--- config.mk ---
export PLATFORM = sky130hd
export DESIGN_NAME = gpio_scan_ctrl
export DESIGN_NICKNAME = d
export VERILOG_FILES = /design/src/rtl/gpio_scan_ctrl_pkg.sv /design/src/rtl/gpio_scan_ctrl_sw_debounce.sv /design/src/rtl/gpio_scan_ctrl.sv
export SDC_FILE = /design/constraint.sdc
export NUM_CORES = 1
export LEC_CHECK = 0
export BUFFER_PORTS_ARGS = -buffer_cell sky130_fd_sc_hd__buf_2
export CAP_MARGIN = 20
export CORE_MARGIN = 4
export CORE_UTILIZATION = 36
export DETAILED_ROUTE_END_ITERATION = 12
export HOLD_SLACK_MARGIN = 0.06
export PLACE_DENSITY_LB_ADDON = 0.08
export SYNTH_ARGS = -nofsm -noshare
export SYNTH_HDL_FRONTEND = slang
export SYNTH_SLANG_ARGS = --single-unit
--- constraint.sdc ---
create_clock -name wb_clk_i -period 5 [get_ports wb_clk_i]
set_clock_uncertainty 0.15 [all_clocks]
set_input_delay 1 -clock wb_clk_i [delete_from_list [all_inputs] [get_ports wb_clk_i]]
set_output_delay 1 -clock wb_clk_i [all_outputs]
set_load 0.005 [all_outputs]
--- src/rtl/gpio_scan_ctrl_pkg.sv ---
// gpio_scan_ctrl_pkg: shared bus addresses, display modes, FSM states and LED selection helper
package gpio_scan_ctrl_pkg;

  localparam logic       GPIO_ADR_SW  = 1'b0;
  localparam logic       GPIO_ADR_LED = 1'b1;
  localparam logic [1:0] GPIO_SEL     = 2'b01;

  typedef enum logic [1:0] {
    GPIO_MODE_MIRROR = 2'd0,
    GPIO_MODE_BLINK  = 2'd1,
    GPIO_MODE_STATIC = 2'd2,
    GPIO_MODE_OFF    = 2'd3
  } gpio_mode_e;

  typedef enum logic [1:0] {
    ST_IDLE = 2'd0,
    ST_RD   = 2'd1,
    ST_UPD  = 2'd2,
    ST_WR   = 2'd3
  } scan_state_e;

  // LED value for a display mode; sw is the debounced switch value after this scan's update
  function automatic logic [7:0] led_value(input gpio_mode_e mode, input logic [7:0] pattern,
                                           input logic phase, input logic [7:0] sw);
    case (mode)
      GPIO_MODE_MIRROR: return sw;
      GPIO_MODE_BLINK:  return pattern & {8{phase}};
      GPIO_MODE_STATIC: return pattern;
      default:          return 8'h00;
    endcase
  endfunction

endpackage

--- src/rtl/gpio_scan_ctrl_sw_debounce.sv ---
// sw_debounce: accepts a sample value once DEB_CNT consecutive equal samples have been seen
module sw_debounce #(
  parameter int W       = 8,
  parameter int DEB_CNT = 4
) (
  input  logic         clk_i,
  input  logic         rst_ni,
  input  logic [W-1:0] sample_i,
  input  logic         sample_vld_i,
  output logic [W-1:0] stable_o,
  output logic         changed_o
);

  localparam int CW = $clog2(DEB_CNT);
  localparam logic [CW-1:0] CNT_MAX = CW'(DEB_CNT - 1);

  logic [W-1:0]  last_q, last_d;
  logic [CW-1:0] cnt_q, cnt_d;
  logic [W-1:0]  stable_q, stable_d;

  // one debounce step per valid sample; the stable value follows once the run count saturates
  always_comb begin
    last_d    = last_q;
    cnt_d     = cnt_q;
    stable_d  = stable_q;
    changed_o = 1'b0;
    if (sample_vld_i) begin
      if (sample_i != last_q) begin
        last_d = sample_i;
        cnt_d  = '0;
      end else if (cnt_q != CNT_MAX) begin
        cnt_d = cnt_q + 1'b1;
      end
      if (cnt_d == CNT_MAX && last_d != stable_q) begin
        stable_d  = last_d;
        changed_o = 1'b1;
      end
    end
  end

  // debounce state registers
  always_ff @(posedge clk_i or negedge rst_ni) begin
    if (!rst_ni) begin
      last_q   <= '0;
      cnt_q    <= '0;
      stable_q <= '0;
    end else begin
      last_q   <= last_d;
      cnt_q    <= cnt_d;
      stable_q <= stable_d;
    end
  end

  assign stable_o = stable_q;

endmodule

--- src/rtl/gpio_scan_ctrl.sv ---
// gpio_scan_ctrl: Wishbone master that periodically reads switches, debounces them and refreshes LEDs
module gpio_scan_ctrl
  import gpio_scan_ctrl_pkg::*;
#(
  parameter int TICK_DIV    = 50000,
  parameter int DEB_CNT     = 4,
  parameter int BLINK_TICKS = 8,
  parameter int TO_CYC      = 15
) (
  input  logic        wb_clk_i,
  input  logic        wb_rst_ni,
  output logic        m_adr_o,
  output logic [15:0] m_dat_o,
  input  logic [15:0] m_dat_i,
  output logic [1:0]  m_sel_o,
  output logic        m_we_o,
  output logic        m_stb_o,
  output logic        m_cyc_o,
  input  logic        m_ack_i,
  input  logic        en_i,
  input  logic [1:0]  mode_i,
  input  logic [7:0]  pattern_i,
  input  logic        irq_ack_i,
  output logic [7:0]  sw_stable_o,
  output logic        irq_o,
  output logic        err_o,
  output logic        busy_o
);

  localparam int TW = $clog2(TICK_DIV);
  localparam int BW = (BLINK_TICKS > 1) ? $clog2(BLINK_TICKS) : 1;
  localparam int OW = $clog2(TO_CYC + 1);
  localparam logic [TW-1:0] TICK_MAX  = TW'(TICK_DIV - 1);
  localparam logic [BW-1:0] BLINK_MAX = BW'(BLINK_TICKS - 1);
  localparam logic [OW-1:0] TO_MAX    = OW'(TO_CYC - 1);

  scan_state_e   state_q, state_d;
  logic [TW-1:0] tick_q, tick_d;
  logic [OW-1:0] to_q, to_d;
  logic [BW-1:0] blink_q, blink_d;
  logic          phase_q, phase_d;
  logic [7:0]    sample_q, sample_d;
  logic [7:0]    led_q, led_d;
  logic [7:0]    led_last_q, led_last_d;
  logic          led_valid_q, led_valid_d;
  logic          irq_q, irq_d;
  logic          err_q, err_d;
  logic          tick;
  logic          xfer;
  logic [7:0]    deb_stable;
  logic          deb_changed;
  logic          unused_dat_hi;

  assign unused_dat_hi = ^m_dat_i[15:8];

  sw_debounce #(
    .W      (8),
    .DEB_CNT(DEB_CNT)
  ) u_deb (
    .clk_i       (wb_clk_i),
    .rst_ni      (wb_rst_ni),
    .sample_i    (sample_q),
    .sample_vld_i(state_q == ST_UPD),
    .stable_o    (deb_stable),
    .changed_o   (deb_changed)
  );

  // scan tick: free-running divider while enabled, parked at zero otherwise
  always_comb begin
    tick   = en_i && (tick_q == TICK_MAX);
    tick_d = (!en_i || tick) ? '0 : tick_q + 1'b1;
    irq_d  = deb_changed || (irq_q && !irq_ack_i);
  end

  // scan sequencer: read switches, update debounce/blink, write LEDs only when the value must change
  always_comb begin
    state_d     = state_q;
    to_d        = '0;
    blink_d     = blink_q;
    phase_d     = phase_q;
    sample_d    = sample_q;
    led_d       = led_q;
    led_last_d  = led_last_q;
    led_valid_d = led_valid_q;
    err_d       = err_q;
    case (state_q)
      ST_IDLE: state_d = tick ? ST_RD : ST_IDLE;
      ST_RD: begin
        if (m_ack_i) begin
          sample_d = m_dat_i[7:0];
          state_d  = ST_UPD;
        end else if (to_q == TO_MAX) begin
          err_d   = 1'b1;
          state_d = ST_IDLE;
        end else begin
          to_d = to_q + 1'b1;
        end
      end
      ST_UPD: begin
        blink_d = (blink_q == BLINK_MAX) ? '0 : blink_q + 1'b1;
        phase_d = (blink_q == BLINK_MAX) ? ~phase_q : phase_q;
        led_d   = led_value(gpio_mode_e'(mode_i), pattern_i, phase_d,
                            deb_changed ? sample_q : deb_stable);
        state_d = (!led_valid_q || led_d != led_last_q) ? ST_WR : ST_IDLE;
      end
      ST_WR: begin
        if (m_ack_i) begin
          led_last_d  = led_q;
          led_valid_d = 1'b1;
          state_d     = ST_IDLE;
        end else if (to_q == TO_MAX) begin
          err_d       = 1'b1;
          led_valid_d = 1'b0;
          state_d     = ST_IDLE;
        end else begin
          to_d = to_q + 1'b1;
        end
      end
      default: state_d = ST_IDLE;
    endcase
  end

  // state and datapath registers; async reset clears bus strobes immediately via state_q
  always_ff @(posedge wb_clk_i or negedge wb_rst_ni) begin
    if (!wb_rst_ni) begin
      state_q     <= ST_IDLE;
      tick_q      <= '0;
      to_q        <= '0;
      blink_q     <= '0;
      phase_q     <= 1'b0;
      sample_q    <= '0;
      led_q       <= '0;
      led_last_q  <= '0;
      led_valid_q <= 1'b0;
      irq_q       <= 1'b0;
      err_q       <= 1'b0;
    end else begin
      state_q     <= state_d;
      tick_q      <= tick_d;
      to_q        <= to_d;
      blink_q     <= blink_d;
      phase_q     <= phase_d;
      sample_q    <= sample_d;
      led_q       <= led_d;
      led_last_q  <= led_last_d;
      led_valid_q <= led_valid_d;
      irq_q       <= irq_d;
      err_q       <= err_d;
    end
  end

  // bus outputs decoded from the current state only
  always_comb begin
    xfer        = (state_q == ST_RD) || (state_q == ST_WR);
    m_cyc_o     = xfer;
    m_stb_o     = xfer;
    m_we_o      = state_q == ST_WR;
    m_adr_o     = (state_q == ST_WR) ? GPIO_ADR_LED : GPIO_ADR_SW;
    m_sel_o     = xfer ? GPIO_SEL : 2'b00;
    m_dat_o     = (state_q == ST_WR) ? {8'h00, led_q} : 16'h0000;
    sw_stable_o = deb_stable;
    irq_o       = irq_q;
    err_o       = err_q;
    busy_o      = state_q != ST_IDLE;
  end

endmodule

==> results.sh, run 1 <==
export IMPL_dp_cells=515
export IMPL_yosys_top_cells_area="dfrtp_1 (49%), mux2_2 (8.7%), xor2_1 (7.2%)"
export IMPL_yosysTopAreaCell="dfrtp_1"
export IMPL_antenna_found_initial=0
export IMPL_cts_tree="done"
export IMPL_globalplace_congestion=0.769
export IMPL_fp_dieH_um=108
export IMPL_leakage_nw=2.05
export IMPL_synth_main_ff_cell="dfrtp_1"
export IMPL_syn_area_um2=3620
export IMPL_setup_viol=0
export IMPL_via_per_inst=4.77
export IMPL_cts_setup_buffers=0
export IMPL_critPathMaxFanout=15
export IMPL_startpoint_type="register"
export IMPL_finalCritPeriodShare_pct=64.9
export IMPL_worst_slew_pin_slew_ns=0.934
export IMPL_syn_avg_cell_area_um2=10.5
export IMPL_finalCriticalPeriod_ns=3.24
export IMPL_setup_tns_ns=0
export IMPL_post_route_util_pct=42.4
export IMPL_crit_path_end_kind="register"
export IMPL_routed_wl_mm=7.61
export IMPL_drive_above_1_share_pct=25.1
export IMPL_antennaDiodeCount=0
export IMPL_setup_ws_ns=1.76
export IMPL_clock_fmax_mhz=308
export IMPL_nets=429
export IMPL_vias=2532
export IMPL_synthDistinctLibCells=44
export IMPL_start_util_pct=37.1
export IMPL_cp_arrival_ns=3.31
export IMPL_syn_inst=346
export IMPL_post_cts_resized=0
export IMPL_netlist_area_leader_share_pct=49.0
export IMPL_gr_total_overflow=0
export IMPL_core_area_um2=9770
export IMPL_synth_edff_count=0
export IMPL_dp_slack_ns=1.72
export IMPL_critical_path_class="register to register"
export IMPL_place_hpwl_mm=5.56
export IMPL_syn2layout_area_growth_pct=14.3
export IMPL_ioPinCount=64
export IMPL_grt_max_degree=72
export IMPL_relSlewSlack_pct=37.4
export IMPL_p_per_area_nw_per_um2=470
export IMPL_fill_cells=991
export IMPL_finalMaxSlewViolations=0
export IMPL_postCtsHoldBufs=0
export IMPL_clkTransAtPathRegs_ns=0.09
export IMPL_cap_violations=0
export IMPL_portBuffers=46
export IMPL_fin_cells=531
export IMPL_layout_common_cells="dfrtp_1 (71), buf_2 (46), nand2_1 (40)"
export IMPL_cts_root_buf="clkbuf_8"
export IMPL_final_common_cell="dfrtp_1"
export IMPL_num_rows=36
export IMPL_hold_path_class="register to register"
export IMPL_dr_pass1_iters=4
export IMPL_rsz0062_at_grt="no"
export IMPL_cts_buffers=9
export IMPL_wl_per_cell_um=14.3
export IMPL_drtIter0Drc=69
export IMPL_cts_buffer_depth=2
export IMPL_grt_pass1_wl_mm=13.0
export IMPL_grt_pass1_vias=2578
export IMPL_vdd_drop_max_mv=0.269
export IMPL_dieWidth_um=108
export IMPL_dieArea_um2=11700
export IMPL_drtAntennaViolNets=0
export IMPL_hold_viol_final=0
export IMPL_seq_area_frac_synth_pct=49.0
export IMPL_cts_sinks=71
export IMPL_status="finished clean"
export IMPL_gr_usage_all_layers_pct=14.4
export IMPL_ys_ff_latch=71
export IMPL_critical_path_required_ns=5.07
export IMPL_htreeDepth=3
export IMPL_clock_latency_ns=0.35
export IMPL_async_flop_share_pct=100
export IMPL_ys_warn_count=0
export IMPL_drc=0
-- Yosys cell counts, types with 4 or more instances --
master and number:
nand2b_1 5, nand4_1 4, a31oi_1 5, o21ai_0 7, nor2_1 27, xor2_1 30
xnor2_1 9, o21ai_1 5, ha_1 5, and3_1 14, nand3_1 11, dfrtp_1 71
mux2_2 28, and2_1 6, mux2i_1 5, clkbuf_1 8, inv_1 13, nand2_1 40
nor3_1 4, buf_4 13
-- final timing paths --
path                            start            end  slack, ns  depth (start not counted)
max reg2reg                state_q[1]     state_q[0]       1.76                         10
max in group asynchronous   wb_rst_ni          irq_o       3.38                          2
max                        state_q[1]     state_q[0]       1.76                         10
min in group asynchronous   wb_rst_ni  led_last_q[0]       0.70                          2
min reg2reg                 tick_q[0]      tick_q[0]       0.32                          1
min                         tick_q[0]      tick_q[0]       0.32                          1
-- where the power goes --
group	switching, W	total (W)	internal [W]
combinational	0.000283	0.000577	0.000294
clock	0.000232	0.000465	0.000233
sequential	0.000178	0.000906	0.000727
total	0.000693	0.00195	0.00125
-- cell families (layout without fill, tap and decap cells) --
| group | count (synthesis) | count (layout) | synth area share [%] |
|---|---|---|---|
| multiplexers | 33 | 33 | 10.1 |
| flip-flops | 71 | 71 | 49.0 |
| buffers and inverters | 34 | 78 | 4.87 |
| adder cells (fa/ha/maj) | 5 | 5 | 1.73 |
| AO/OA/AOI/OAI | 37 | 37 | 6.73 |
| AND/OR/NAND/NOR | 126 | 126 | 18.1 |
| XOR/XNOR | 39 | 39 | 9.42 |
| other | 1 | 9 | 0.103 |
-- metrics by stage --
stage / cell area [um^2] / total power, W / hold WS, ns
after floorplan: 3650 / 0.00134 / 0.275
after global placement: 3950 / 0.00149 / 0.305
after detailed placement: 3950 / 0.00151 / 0.317
after CTS: 4140 / 0.00199 / 0.332
after global routing: 4140 / 0.00212 / 0.356
final: 4140 / 0.00195 / 0.317
-- final cells by class --
cell class / instances / area, um^2 / share of cell area [%]
Sequential cell: 71 / 1780 / 42.9
Multi-Input combinational cell: 249 / 1700 / 41.1
Timing Repair Buffer: 49 / 253 / 6.10
Tap cell: 133 / 166 / 4.02
Clock buffer: 10 / 128 / 3.08
Clock inverter: 6 / 70.1 / 1.69
Inverter: 13 / 48.8 / 1.18
-- sequential cells by signal (all words and copies together) (netlist names) --
register and flops:
err_o 1, blink_q 3, irq_o 1, state_q 2, sample_q 8, u_deb.last_q 8
led_last_q 8, led_q 8, u_deb.cnt_q 2, led_valid_q 1, tick_q 16, u_deb.stable_o 8
to_q 4, phase_q 1
-- layer usage --
layer	GRT usage, %	part of all wire (%)	vias up
met3	3.46	5.3	8
met5	0	0	-
li1	-	-	1261
met1	19.6	49	1210
met4	4.87	1.4	0
met2	22.6	44	53
-- worst max-delay path, stage by stage, from the launching register on --
cell      delay (ns)
dfrtp_1         0.56
nor2b_1         0.18
buf_4           0.22
nand2_1         0.10
and4b_1         0.48
nand2_4         0.17
a31oi_2         0.30
o221ai_1        0.15
a211o_1         0.31
nor4_2          0.36
a31oi_1         0.13
Power figures use the tool's default switching activity.
==> inputs of run 2 (changes only) <==
- clock period: 5 -> 3.3 ns (I/O delays scaled with it)
==> results.sh, run 2 (synthesized netlist as in run 1, its figures left out) <==
export IMPL_largest_reg_flops=16
export IMPL_r2r_start="sample_q[2]"
export IMPL_ioPinCount=64
export IMPL_r2r_end="state_q[0]"
export IMPL_r2r_slack_ns=0.34
export IMPL_worst_slew_pin_slew_ns=0.777
export IMPL_power_frac_seq_pct=43.2
export IMPL_swShare_pct=35.4
export IMPL_p_int_w=0.00197
export IMPL_cts_tree="done"
export IMPL_status="finished clean"
export IMPL_start_util_pct=37.1
export IMPL_gr_usage_all_layers_pct=14.7
export IMPL_setup_viol=0
export IMPL_clock_latency_ns=0.34
export IMPL_drtAntennaViolNets=0
export IMPL_clock_fmax_mhz=338
export IMPL_fill_cells=959
export IMPL_drtIter0Drc=74
export IMPL_finalMaxSlewViolations=0
export IMPL_dp_cells=524
export IMPL_antenna_found_initial=0
export IMPL_setup_ws_ns=0.342
export IMPL_cts_buffers=9
export IMPL_cts_buffer_depth=2
export IMPL_cp_arrival_ns=3.03
export IMPL_startpoint_type="register"
export IMPL_switching_power_w=0.00108
export IMPL_fp_dieH_um=108
export IMPL_dieArea_um2=11700
export IMPL_relSlewSlack_pct=48.2
export IMPL_setup_tns_ns=0
export IMPL_grt_pass1_wl_mm=13.1
export IMPL_critical_path_class="register to register"
export IMPL_hold_path_class="primary input to async pin"
export IMPL_via_per_inst=4.69
export IMPL_r2r_cells=9
export IMPL_finalCritPeriodShare_pct=89.6
export IMPL_routed_wl_mm=7.82
export IMPL_place_hpwl_mm=5.81
export IMPL_critical_path_required_ns=3.37
export IMPL_vias=2530
export IMPL_syn2layout_area_growth_pct=17.0
export IMPL_multiInputGateArea_um2=1710
export IMPL_grt_pass1_vias=2538
export IMPL_fin_cells=540
export IMPL_grt_max_degree=41
export IMPL_total_power_w=0.00305
export IMPL_antennaDiodeCount=0
export IMPL_hold_slack_ns=0.227
export IMPL_top_register="tick_q"
export IMPL_dp_slack_ns=0.233
export IMPL_gr_total_overflow=0
export IMPL_dr_pass1_iters=4
export IMPL_hold_viol_final=0
export IMPL_clkTransAtPathRegs_ns=0.08
export IMPL_globalplace_congestion=0.786
export IMPL_cap_violations=0
export IMPL_nets=438
export IMPL_critPathMaxFanout=10
export IMPL_drc=0
export IMPL_drive_above_1_share_pct=27.0
export IMPL_clockPowerShare_pct=23.7
export IMPL_portBuffers=46
export IMPL_layout_common_cells="dfrtp_1 (71), buf_2 (46), nand2_1 (40)"
export IMPL_cts_root_buf="clkbuf_8"
export IMPL_comb_power_share_pct=33.1
export IMPL_finalCriticalPeriod_ns=2.96
export IMPL_vdd_drop_max_mv=0.365
export IMPL_num_rows=36
export IMPL_dieWidth_um=108
export IMPL_leakage_nw=2.11
export IMPL_final_common_cell="dfrtp_1"
export IMPL_p_per_area_nw_per_um2=719
export IMPL_cts_sinks=71
export IMPL_regArea_um2=1780
export IMPL_htreeDepth=3
export IMPL_cts_setup_buffers=0
export IMPL_core_area_um2=9770
export IMPL_rsz0062_at_grt="no"
export IMPL_wl_per_cell_um=14.5
export IMPL_crit_path_end_kind="register"
## run 2: cell types whose count changed in the layout (fill, tap and decap cells not counted), sizes merged
cell      previous run  this run
clkinvlp             3         2
buf                 49        58
clkinv               1         2
## run 2: power groups by stage
| stage | sequential [W] | combinational (W) | clock [W] |
|---|---|---|---|
| floorplan | 0.00128 | 0.000747 | 0 |
| global placement | 0.00133 | 0.000998 | 0 |
| detailed placement | 0.00134 | 0.00101 | 0 |
| CTS | 0.00132 | 0.00102 | 0.000757 |
| global route | 0.00135 | 0.00115 | 0.000793 |
| finish | 0.00132 | 0.00101 | 0.000722 |
## run 2: critical path, cell delays in order, from the launching register on
cell and delay [ns]:
dfrtp_1 0.48, xor2_1 0.20, nor4_4 0.26, and4b_1 0.39, nand2_4 0.16, a31oi_2 0.29, o221ai_1 0.14, a211o_1 0.30
nor4_2 0.34, a31oi_1 0.13
## run 2: layout make-up
type / count / area share [%]
Clock buffer: 10 / 3.25
Multi-Input combinational cell: 249 / 40.3
Clock inverter: 6 / 1.59
Timing Repair Buffer: 58 / 7.85
Inverter: 13 / 1.15
Sequential cell: 71 / 41.9
Tap cell: 133 / 3.92
## run 2: metal layers
metal	global-route usage (%)	wire, um	vias to the layer above
met2	21.3	3360	48
met3	3.34	358	8
li1	-	-	1274
met5	0	0	-
met4	5.95	129	0
met1	21.2	3980	1200
## run 2: timing repair
action,CTS,global route
endpoints found under the setup margin,0,1
endpoints found under the hold margin,0,0
hold buffers,0,0
resized for setup,0,1
## run 2: per-stage QoR
stage	area, um^2	util (%)
after floorplan	3650	-
after global placement	4030	41.2
after detailed placement	4030	41.2
after CTS	4230	43.3
after global routing	4240	43.4
final	4240	43.4
## run 2: worst max path at each step
stage                            from         end  slack [ns]  depth (start not counted)
after floorplan           sample_q[5]  state_q[0]        0.67                         10
final                     sample_q[2]  state_q[0]        0.34                          9
after detailed placement  sample_q[5]  state_q[0]        0.23                          9
after global routing      sample_q[0]  state_q[0]        0.05                         10
after CTS                 sample_q[5]  state_q[0]        0.24                          9
after global placement    sample_q[5]  state_q[0]        0.26                          9
